### src/rtl/load_store_unit.sv
// rtl/load_store_unit.sv - RV32 memory-access stage: one req/ack bus transaction per load/store, lane steering and load extension.
// Optional misaligned-access trap compiled in with LSU_MISALIGN_CHECK_EN.
module load_store_unit (
    input  logic        clk,
    input  logic        rst_n,
    input  logic        mem_en,
    input  logic        MemRW,
    input  logic [2:0]  funct3,
    input  logic [31:0] addr,
    input  logic [31:0] dataW,
    output logic [31:0] dataB,
    output logic        stall,
    output logic        done,
    output logic        misalign,
    output logic        bus_req,
    output logic        bus_we,
    output logic [31:0] bus_addr,
    output logic [31:0] bus_wdata,
    output logic [3:0]  bus_be,
    input  logic        bus_ack,
    input  logic [31:0] bus_rdata
);

    localparam logic [1:0] S_IDLE = 2'd0;
    localparam logic [1:0] S_REQ  = 2'd1;
    localparam logic [1:0] S_DONE = 2'd2;

    logic [1:0]  r_state;
    logic [31:0] r_addr;
    logic [2:0]  r_funct3;
    logic        r_we;
    logic [3:0]  r_be;
    logic [31:0] r_wdata;
    logic [31:0] r_dataB;
    logic        r_misalign;

    logic [3:0]  w_be;
    logic [31:0] w_wdata;
    logic        w_misalign;
    logic [31:0] w_shift;
    logic [7:0]  w_byte;
    logic [15:0] w_half;
    logic [31:0] w_load;

    // funct3[1:0] selects the size; 11 and 10 both fall through to word access.
    always_comb begin
        w_be    = 4'b1111;
        w_wdata = dataW;
        case (funct3[1:0])
            2'b00: begin
                w_be    = 4'b0001 << addr[1:0];
                w_wdata = {4{dataW[7:0]}};
            end
            2'b01: begin
                w_be    = addr[1] ? 4'b1100 : 4'b0011;
                w_wdata = {2{dataW[15:0]}};
            end
            default: begin
                w_be    = 4'b1111;
                w_wdata = dataW;
            end
        endcase
        if (!MemRW) begin
            w_wdata = 32'd0;
        end
    end

`ifdef LSU_MISALIGN_CHECK_EN
    assign w_misalign = ((funct3[1:0] == 2'b01) && addr[0]) ||
                        (funct3[1] && (addr[1:0] != 2'b00));
`else
    assign w_misalign = 1'b0;
`endif

    assign w_shift = bus_rdata >> {r_addr[1:0], 3'b000};
    assign w_byte  = w_shift[7:0];
    assign w_half  = r_addr[1] ? bus_rdata[31:16] : bus_rdata[15:0];

    always_comb begin
        case (r_funct3)
            3'b000:  w_load = {{24{w_byte[7]}}, w_byte};
            3'b100:  w_load = {24'd0, w_byte};
            3'b001:  w_load = {{16{w_half[15]}}, w_half};
            3'b101:  w_load = {16'd0, w_half};
            default: w_load = bus_rdata;
        endcase
    end

    always_ff @(posedge clk or negedge rst_n) begin
        if (!rst_n) begin
            r_state    <= S_IDLE;
            r_addr     <= 32'd0;
            r_funct3   <= 3'd0;
            r_we       <= 1'b0;
            r_be       <= 4'd0;
            r_wdata    <= 32'd0;
            r_dataB    <= 32'd0;
            r_misalign <= 1'b0;
        end else begin
            case (r_state)
                S_IDLE: begin
                    if (mem_en) begin
                        r_addr   <= addr;
                        r_funct3 <= funct3;
                        r_we     <= MemRW;
                        r_be     <= w_be;
                        r_wdata  <= w_wdata;
                        if (w_misalign) begin
                            r_state    <= S_DONE;
                            r_misalign <= 1'b1;
                        end else begin
                            r_state <= S_REQ;
                        end
                    end
                end
                S_REQ: begin
                    if (bus_ack) begin
                        r_state <= S_DONE;
                        if (!r_we) begin
                            r_dataB <= w_load;
                        end
                    end
                end
                S_DONE: begin
                    r_state    <= S_IDLE;
                    r_misalign <= 1'b0;
                end
                default: r_state <= S_IDLE;
            endcase
        end
    end

    assign stall     = ((r_state == S_IDLE) && mem_en) || (r_state == S_REQ);
    assign done      = (r_state == S_DONE);
    assign misalign  = r_misalign;
    assign bus_req   = (r_state == S_REQ);
    assign bus_we    = r_we;
    assign bus_addr  = {r_addr[31:2], 2'b00};
    assign bus_wdata = r_wdata;
    assign bus_be    = r_be;
    assign dataB     = r_dataB;

endmodule

### config.mk
export PLATFORM = sky130hd
export DESIGN_NAME = load_store_unit
export DESIGN_NICKNAME = d
export VERILOG_FILES = /design/src/rtl/load_store_unit.sv
export SDC_FILE = /design/constraint.sdc
export NUM_CORES = 1
export LEC_CHECK = 0
export CAP_MARGIN = 20
export CORE_MARGIN = 3
export CORE_UTILIZATION = 30
export DETAILED_ROUTE_END_ITERATION = 16
export PLACE_DENSITY = 0.7
export SYNTH_ARGS = -nofsm -noshare
export SYNTH_HDL_FRONTEND = slang
export SYNTH_SLANG_ARGS = --single-unit
### constraint.sdc
create_clock -name clk -period 1.45 [get_ports clk]
set_clock_uncertainty 0.15 [all_clocks]
set_input_delay 0.2175 -clock clk [delete_from_list [all_inputs] [get_ports clk]]
set_output_delay 0.2175 -clock clk [all_outputs]
set_load 0.005 [all_outputs]
# Word level (Yosys, flattened, before mapping)
# Index checks and enable logic that the tools add are counted.
word_totals:
  regBits: 106
  input_bits: 104
  out_inout_bits: 105
  wordCells: 35
op_classes:
  n_eq_ne: 8
  shifts: 2
  muxes: 9
  bitwise_logic: 1
  n_reduce_logical: 8
ops:
  columns: ["operator", "n"]
  rows:
  - ["32-bit case mux with 4 select lines", 1]
  - ["32-bit case mux with 2 select lines", 1]
  - ["32-bit two-way mux", 1]
  - ["32-bit by 5-bit >> shifter with 8-bit output", 1]
  - ["16-bit two-way mux", 1]
  - ["4-bit case mux with 2 select lines", 1]
  - ["3-bit equality test (second input constant)", 2]
  - ["2-bit by 1-bit equality test with 1-bit output (second input constant)", 2]
  - ["2-bit logical NOT", 2]
  - ["2-bit two-way mux", 2]
  - ["4-bit two-way mux", 1]
  - ["2-bit case mux with 2 select lines", 1]
  - ["2-bit AND reduction", 2]
  - ["1-bit by 2-bit left shift with 4-bit output (first input constant)", 1]
  - ["3-bit by 1-bit equality test with 1-bit output (second input constant)", 1]
  - ["3-bit logical NOT", 1]
  - ["3-bit AND reduction", 1]
  - ["2-bit equality test (second input constant)", 1]
  - ["2-bit by 1-bit inequality test with 1-bit output (second input constant)", 1]
  - ["2-bit inequality test (second input constant)", 1]
  - ["1-bit logical AND", 1]
  - ["1-bit logical OR", 1]
  - ["1-bit inverter", 1]

# Depth between registers and ports, before layout
# Gate-level depths: netlist of the first run.
depth:
  depth_word: 3
  ltp_mapped: 7
  depth_no_buf: 5

# Least setup slack after synthesis of the first run
# No wires, ideal clock.
synth_timing:
  path_type: "register -> register"
  start: "register r_we (netlist: bus_we)"
  end: "register r_dataB[21] (netlist: dataB[21])"
  setup_ns: 0.069
  arrival_ns: 1.449
  t_required_ns: 1.231
  slack_ns: -0.218
  path_stages_with_launch: 7
  n_path_buf: 2
  period_less_slack_ns: 1.668
  cell_sequence: "dfrtp_1 > and4bb_1 > buf_2 > nand2_2 > a211o_2 > buf_6 > nand3_1"
synth_between:
  elab_chain_len: 2
synth_rtl:
  columns: ["element", "line", "text"]
  rows:
  - ["start: declaration", "31", "logic r_we;"]
  - ["start signal: assignment", "105", "r_we <= MemRW;"]
  - ["1-bit inverter (no source line)", null, null]
  - ["3-bit AND reduction (no source line)", null, null]
  - ["end signal: assignment", "120", "r_dataB <= w_load;"]
  - ["end: declaration", "34", "logic [31:0] r_dataB;"]
# Every way passes these cells.
# A chain may end at the register's enable or synchronous reset.

# Final worst setup path of the first run
layout_timing:
  start: "register r_addr[0]"
  end: "register r_dataB[8] (netlist: dataB[8])"
layout_between:
  elab_chain_len: 2
layout_rtl:
  columns: ["element", "line", "text"]
  rows:
  - ["start: declaration", "29", "logic [31:0] r_addr;"]
  - ["start signal: assignment", "103", "r_addr <= addr;"]
  - ["32-bit by 5-bit >> shifter with 8-bit output", "75", "assign w_shift = bus_rdata >> {r_addr[1:0], 3'b000};"]
  - ["32-bit case mux with 4 select lines", "80", "case (r_funct3)"]
# Every way passes these cells.

==> flow_summary.ini, run 1 <==
[global_routing]
gr-total-overflow = 0
grt_pass1_vias = 5142
antenna_found_initial = 2
grt_max_degree = 54
grt_pass1_wl_um = 27860
grt_usage_pct = 19.19

[route]
post_drt_wl_per_cell_um = 17.74
ant_nets = 0
route.vias.total = 5162
drc_errors = 0
viasPerCell = 4.898
dr.pass1.iters = 5
wl_um = 18690
drtIter0Drc = 242

[timing]
rsz0062_at_grt = true
setup_viol = 89
min_period_ns = 1.731
min_period_over_period_pct = 119.4
final_max_slew_viol_count = 0
hold_viol = 0
layout_setup_ws_ns = -0.2808
fmax_mhz = 577.8

[clock_tree]
cts_tree = yes
cts_root_buf = clkbuf_16
clk_pin_slew_ns = 0.08
numCtsBuffers = 9
clock-sinks = 106
clock_latency_ns = 0.35
htree_levels = 3
clock_path_buffers = 2

[pwr]
power.switching_mw = 5.256
power.leakage_nw = 4.517
ir_drop_v = 0.0006600
combPwrFrac_pct = 48.9
switching_share_pct = 35.19
power_frac_seq_pct = 33.0
intPower_mw = 9.681
clockPowerShare_pct = 18.1
p_per_area_mw_per_mm2 = 1618
power.total_mw = 14.94

[logic_synthesis]
synth_top_area_share_pct = 51.75
syn_area_mm2 = 0.005126
synth_compound_area_share_pct = 10.86
synth-xor-area-share_pct = 0
post-synth-top-area-cell = dfrtp_1
synth_top_family_by_area = simple AND/OR/NAND/NOR gates
avgSynthCellArea_um2 = 8.962
muxShareOfSynthArea_pct = 6.078
ys.flop_type = dfrtp_1
ys_warn_count = 0
yosys-top-cells-area = dfrtp_1, nand2_1, buf_4
yosys.area_share.simple_pct = 22.92
synth_edf_count = 0
synth_cells = 572
ys_ff_latch = 106
yosysUniqueCellTypes = 37
synthAdderAreaFrac_pct = 0
ys_seq_area_share_pct = 51.75
synthArstFlopShare_pct = 100.0

[status]
violations = negative setup slack
status = complete, but fails checks

[floorplanning]
rows = 47
core_mm2 = 0.01664
initial_core_util_pct = 30.80
die_w_um = 136.7
die-area_mm2 = 0.01869
pin_count = 209
die_y_um = 136.7

[critical_path]
critPathRequiredTime_ns = 1.54
path_max_fanout = 7
startpoint_type = register
endpoint_kind = register
crit_arrival_ns = 1.82
crit_type = register to register

[placement]
routabilityCongestion = 0.8015
place_hpwl_um = 11870
pre_cts_ws_ns = -0.4960
port_buffers = 205
placed_area_mm2 = 0.007630

[finish]
fin_area_mm2 = 0.009231
area_growth_pct = 80.08
layout.nets = 932
layout-drive-gt1-share_pct = 32.17

[hold_path]
hp-class = primary input to async pin

[flow_run]
max-cap-violations = 0
kinds of logic (layout without fill, tap and decap cells):
logic type / Yosys count / after routing
flops: 106 / 106
buf+inv: 75 / 332
simple gates: 279 / 280
other cells: 1 / 4
compound gates: 83 / 84
mux: 28 / 28
worst paths after layout:
check,startpoint,to,slack (ns),cells past startpoint
setup reg to reg,r_addr[0]$_DFFE_PN0P_,dataB[8]$_DFFE_PN0P_,-0.28,4
min in group clk,addr[30],r_addr[30]$_DFFE_PN0P_,0.23,3
hold / removal,rst_n,r_addr[14]$_DFFE_PN0P_,0.1,2
max in group asynchronous,rst_n,r_addr[0]$_DFFE_PN0P_,0.53,3
hold reg to reg,r_addr[22]$_DFFE_PN0P_,r_addr[22]$_DFFE_PN0P_,0.32,2
setup / recovery,r_addr[0]$_DFFE_PN0P_,dataB[8]$_DFFE_PN0P_,-0.28,4
cells in the mapped netlist (2+ instances only):
library cell and instances:
a21oi_1 2, mux2_2 15, o21ai_0 29, nand2_1 178, o211ai_1 6, clkbuf_1 28
nand2b_1 2, buf_1 3, nor2_1 29, dfrtp_1 106, mux2i_1 12, buf_2 5
inv_1 2, a22o_1 8, a31oi_1 2, or2_2 2, and2_1 8, nor2b_1 8
a22oi_1 14, o31ai_1 15, buf_4 35, nand3_1 48
cell type report:
cell class                      count  area (um^2)
Multi-Input combinational cell    395         2746
Antenna cell                        1        2.502
Fill cell                        1464         7411
Clock inverter                      7        98.84
Clock buffer                        9        225.2
Inverter                            3        13.76
Timing Repair Buffer              313         3216
Tap cell                          220        275.3
Sequential cell                   106         2654
state kept, by name (all words and copies together) (netlist names):
signal / cells
r_funct3: 3
bus_we: 1
dataB: 32
r_state: 2
r_addr: 32
bus_be: 4
bus_wdata: 32
critical path, cell delays in order (launching register included):
cell	delay [ns]
dfrtp_2	0.41
mux4_2	0.58
a21oi_2	0.21
buf_6	0.17
a22oi_2	0.08
placed cells by master (no fill, tap or decap), types with 5 or more instances in the layout:
cell type,instances
nand3_1,27
nand2_2,33
nand3_2,21
dfrtp_1,105
nor2_1,24
and2_1,7
nor2b_1,7
mux2_2,15
nand2_4,20
buf_12,12
buf_4,65
a22o_1,8
dlygate4sd2_1,93
o21ai_0,19
o21ai_1,7
buf_16,9
mux2i_1,12
clkdlybuf4s50_1,102
nand2_1,126
o211ai_1,6
clkbuf_16,13
o31ai_4,11
buf_6,15
a22oi_2,10
clkdlybuf4s15_1,5
power by group through the flow:
stage                     combinational, mW  sequential [mW]  clock (mW)
after floorplan                        2.70             4.83           0
after global placement                 5.88             4.84           0
after detailed placement               5.96             4.87           0
after CTS                              6.67             4.85        2.78
after global routing                   7.90             5.08        2.90
final                                  7.30             4.93        2.71
stage by stage:
step           setup TNS, ns  hold slack, ns  cells  utilization, %
2_1_floorplan         -2.666         -0.2281    574               -
3_3_place_gp          -27.50        -0.09050    989           45.85
3_5_place_dp          -28.56        -0.09221    989           45.85
4_1_cts               -13.19         0.08116   1041           52.83
5_1_grt               -19.49          0.1146   1054           55.47
6_report              -14.75         0.09994   1054           55.47
routing by layer:
layer,part of all wire (%),vias to the layer above,global-route usage [%]
li1,-,2408,-
met1,42,2497,24.48
met2,46,215,29.68
met3,8.8,40,6.103
met4,3.1,2,8.791
met5,0.037,-,0
what timing repair did:
action | in CTS | in global routing
endpoints found under the setup margin | 198 | 102
gates resized for setup | 252 | 73
pin swaps | 55 | 44
gates cloned | 11 | 6
hold buffers | 1 | 0
hold endpoints to repair | 106 | 0
buffers inserted | 24 | 9
Power figures use the tool's default switching activity.
==> inputs of run 2 (changes only) <==
--- a/config.mk
+++ b/config.mk
@@ -13,3 +13,4 @@
 export SYNTH_ARGS = -nofsm -noshare
 export SYNTH_HDL_FRONTEND = slang
 export SYNTH_SLANG_ARGS = --single-unit
+export TNS_END_PERCENT = 5
==> flow_summary.ini, run 2 (synthesis gave the netlist of run 1 again) <==
[critical_path]
endpoint_kind = register
cpMaxStageDelayCell = mux4_2
critPathRequiredTime_ns = 1.53
startpoint_type = register
crit_path_cell_trace = mux4_2 > nand2b_4 > a211o_4 > nand3_2
slowest_delay_ns = 0.61
crit_type = register to register
crit_arrival_ns = 1.83
path_max_fanout = 8

[global_routing]
grt_usage_pct = 17.59
antenna_found_initial = 0
grt_max_degree = 37
grt_pass1_vias = 4812
grt_pass1_wl_um = 25530
gr-total-overflow = 0

[finish]
utilization_pct = 48.13
fin_area_mm2 = 0.008010
area_growth_pct = 56.26
layout.nets = 883
final_common_cell = nand2_1
layout-drive-gt1-share_pct = 16.96
mostFrequentLayoutCells = nand2_1, dfrtp_1, clkdlybuf4s50_1, dlygate4sd2_1, nand3_1
antennaDiodeCount = 0

[pwr]
ir_drop_v = 0.0006489
power.leakage_nw = 3.962
p_per_area_mw_per_mm2 = 1591

[timing]
hold_viol = 0
final_max_slew_viol_count = 0
layout_setup_ws_ns = -0.2943
min_period_over_period_pct = 120.3
hold_ws_ns = 0.1232
min_period_ns = 1.744
setup_viol = 40
rsz0062_at_grt = true
fmax_mhz = 573.3
tns_ns = -7.597

[clock_tree]
numCtsBuffers = 9
htree_levels = 3
cts_tree = yes
clock_latency_ns = 0.35
cts_root_buf = clkbuf_16
clock-sinks = 106
clock_path_buffers = 2
clk_pin_slew_ns = 0.08

[floorplanning]
pin_count = 209
die-area_mm2 = 0.01869
rows = 47
die_w_um = 136.7
die_y_um = 136.7
core_mm2 = 0.01664
initial_core_util_pct = 30.80

[placement]
place_hpwl_um = 12110
port_buffers = 205
placed_area_mm2 = 0.007627
routabilityCongestion = 0.8040

[route]
wl_um = 16580
drc_errors = 0
wl_met2_um = 7825
wl_met1_um = 7074
ant_nets = 0
dr.pass1.iters = 4
post_drt_wl_per_cell_um = 16.52
viasPerCell = 4.831
route.vias.total = 4850
drtIter0Drc = 318
met3WireLength_um = 1392
top_layer = met4

[flow_run]
max-cap-violations = 0

[status]
violations = negative setup slack
status = complete, but fails checks

[hold_path]
hp-class = primary input to async pin
run 2: cell types whose count changed in the layout (fill, tap and decap cells not counted), sizes merged:
cell / delta
and2: -1
clkdlybuf4s15: -3
bufinv: -2
clkinv: +1
inv: +1
diode: -1
dlygate4sd2: +3
clkbuf: -4
buf: -44
run 2: report_power, final:
part / switching (mW) / internal (mW) / leakage (nW)
registers: 0.682 / 4.14 / 1.33
clock network: 1.27 / 1.22 / 0.143
logic: 2.60 / 2.82 / 2.49
run 2: worst paths after layout:
| path | from | endpoint | slack (ns) | cells past startpoint |
|---|---|---|---|---|
| max reg2reg | r_addr[0]$_DFFE_PN0P_ | dataB[21]$_DFFE_PN0P_ | -0.29 | 4 |
| min reg2reg | r_addr[24]$_DFFE_PN0P_ | r_addr[24]$_DFFE_PN0P_ | 0.32 | 2 |
| min in group clk | addr[20] | r_addr[20]$_DFFE_PN0P_ | 0.23 | 3 |
| max | r_addr[0]$_DFFE_PN0P_ | dataB[21]$_DFFE_PN0P_ | -0.29 | 4 |
| min | rst_n | r_addr[18]$_DFFE_PN0P_ | 0.12 | 2 |
| max in group asynchronous | rst_n | dataB[12]$_DFFE_PN0P_ | 0.51 | 3 |
run 2: critical path: cells and delay by family (launching register included):
kind,cells,cell delay (ns)
and+or+nand+nor,2,0.21
DFF,1,0.42
AOI/OAI and AO/OA,1,0.22
muxes,1,0.61
run 2: final cells by class:
| cell class | instances | area (um^2) |
|---|---|---|
| clock buffers | 9 | 225.2 |
| clock inverters | 7 | 72.57 |
| fillers | 1608 | 8632 |
| inverters | 3 | 13.76 |
| multi-input cells | 394 | 2242 |
| flip-flops and latches | 106 | 2654 |
| well taps | 220 | 275.3 |
| repair buffers | 265 | 2527 |
run 2: stage by stage:
step	setup WS [ns]	power, mW	cells
after CTS	-0.2666	12.74	1004
after global placement	-0.4902	10.73	985
after floorplan	-0.1410	7.490	574
after detailed placement	-0.5417	10.84	985
after global routing	-0.3317	13.70	1004
final	-0.2943	12.74	1004
run 2: layer usage:
metal	GRT usage (%)	vias to the layer above
met4	5.879	0
met5	0	-
met2	27.44	196
met1	23.16	2340
met3	5.588	19
li1	-	2295
run 2: repair_timing:
| action | in CTS | in global routing |
|---|---|---|
| hold buffers | 1 | 0 |
| gates resized for setup | 139 | 29 |
| setup endpoints to repair | 202 | 87 |
| hold endpoints to repair | 106 | 0 |
| pin swaps | 5 | 4 |
| buffers inserted | 1 | 0 |
| cloned | 1 | 0 |
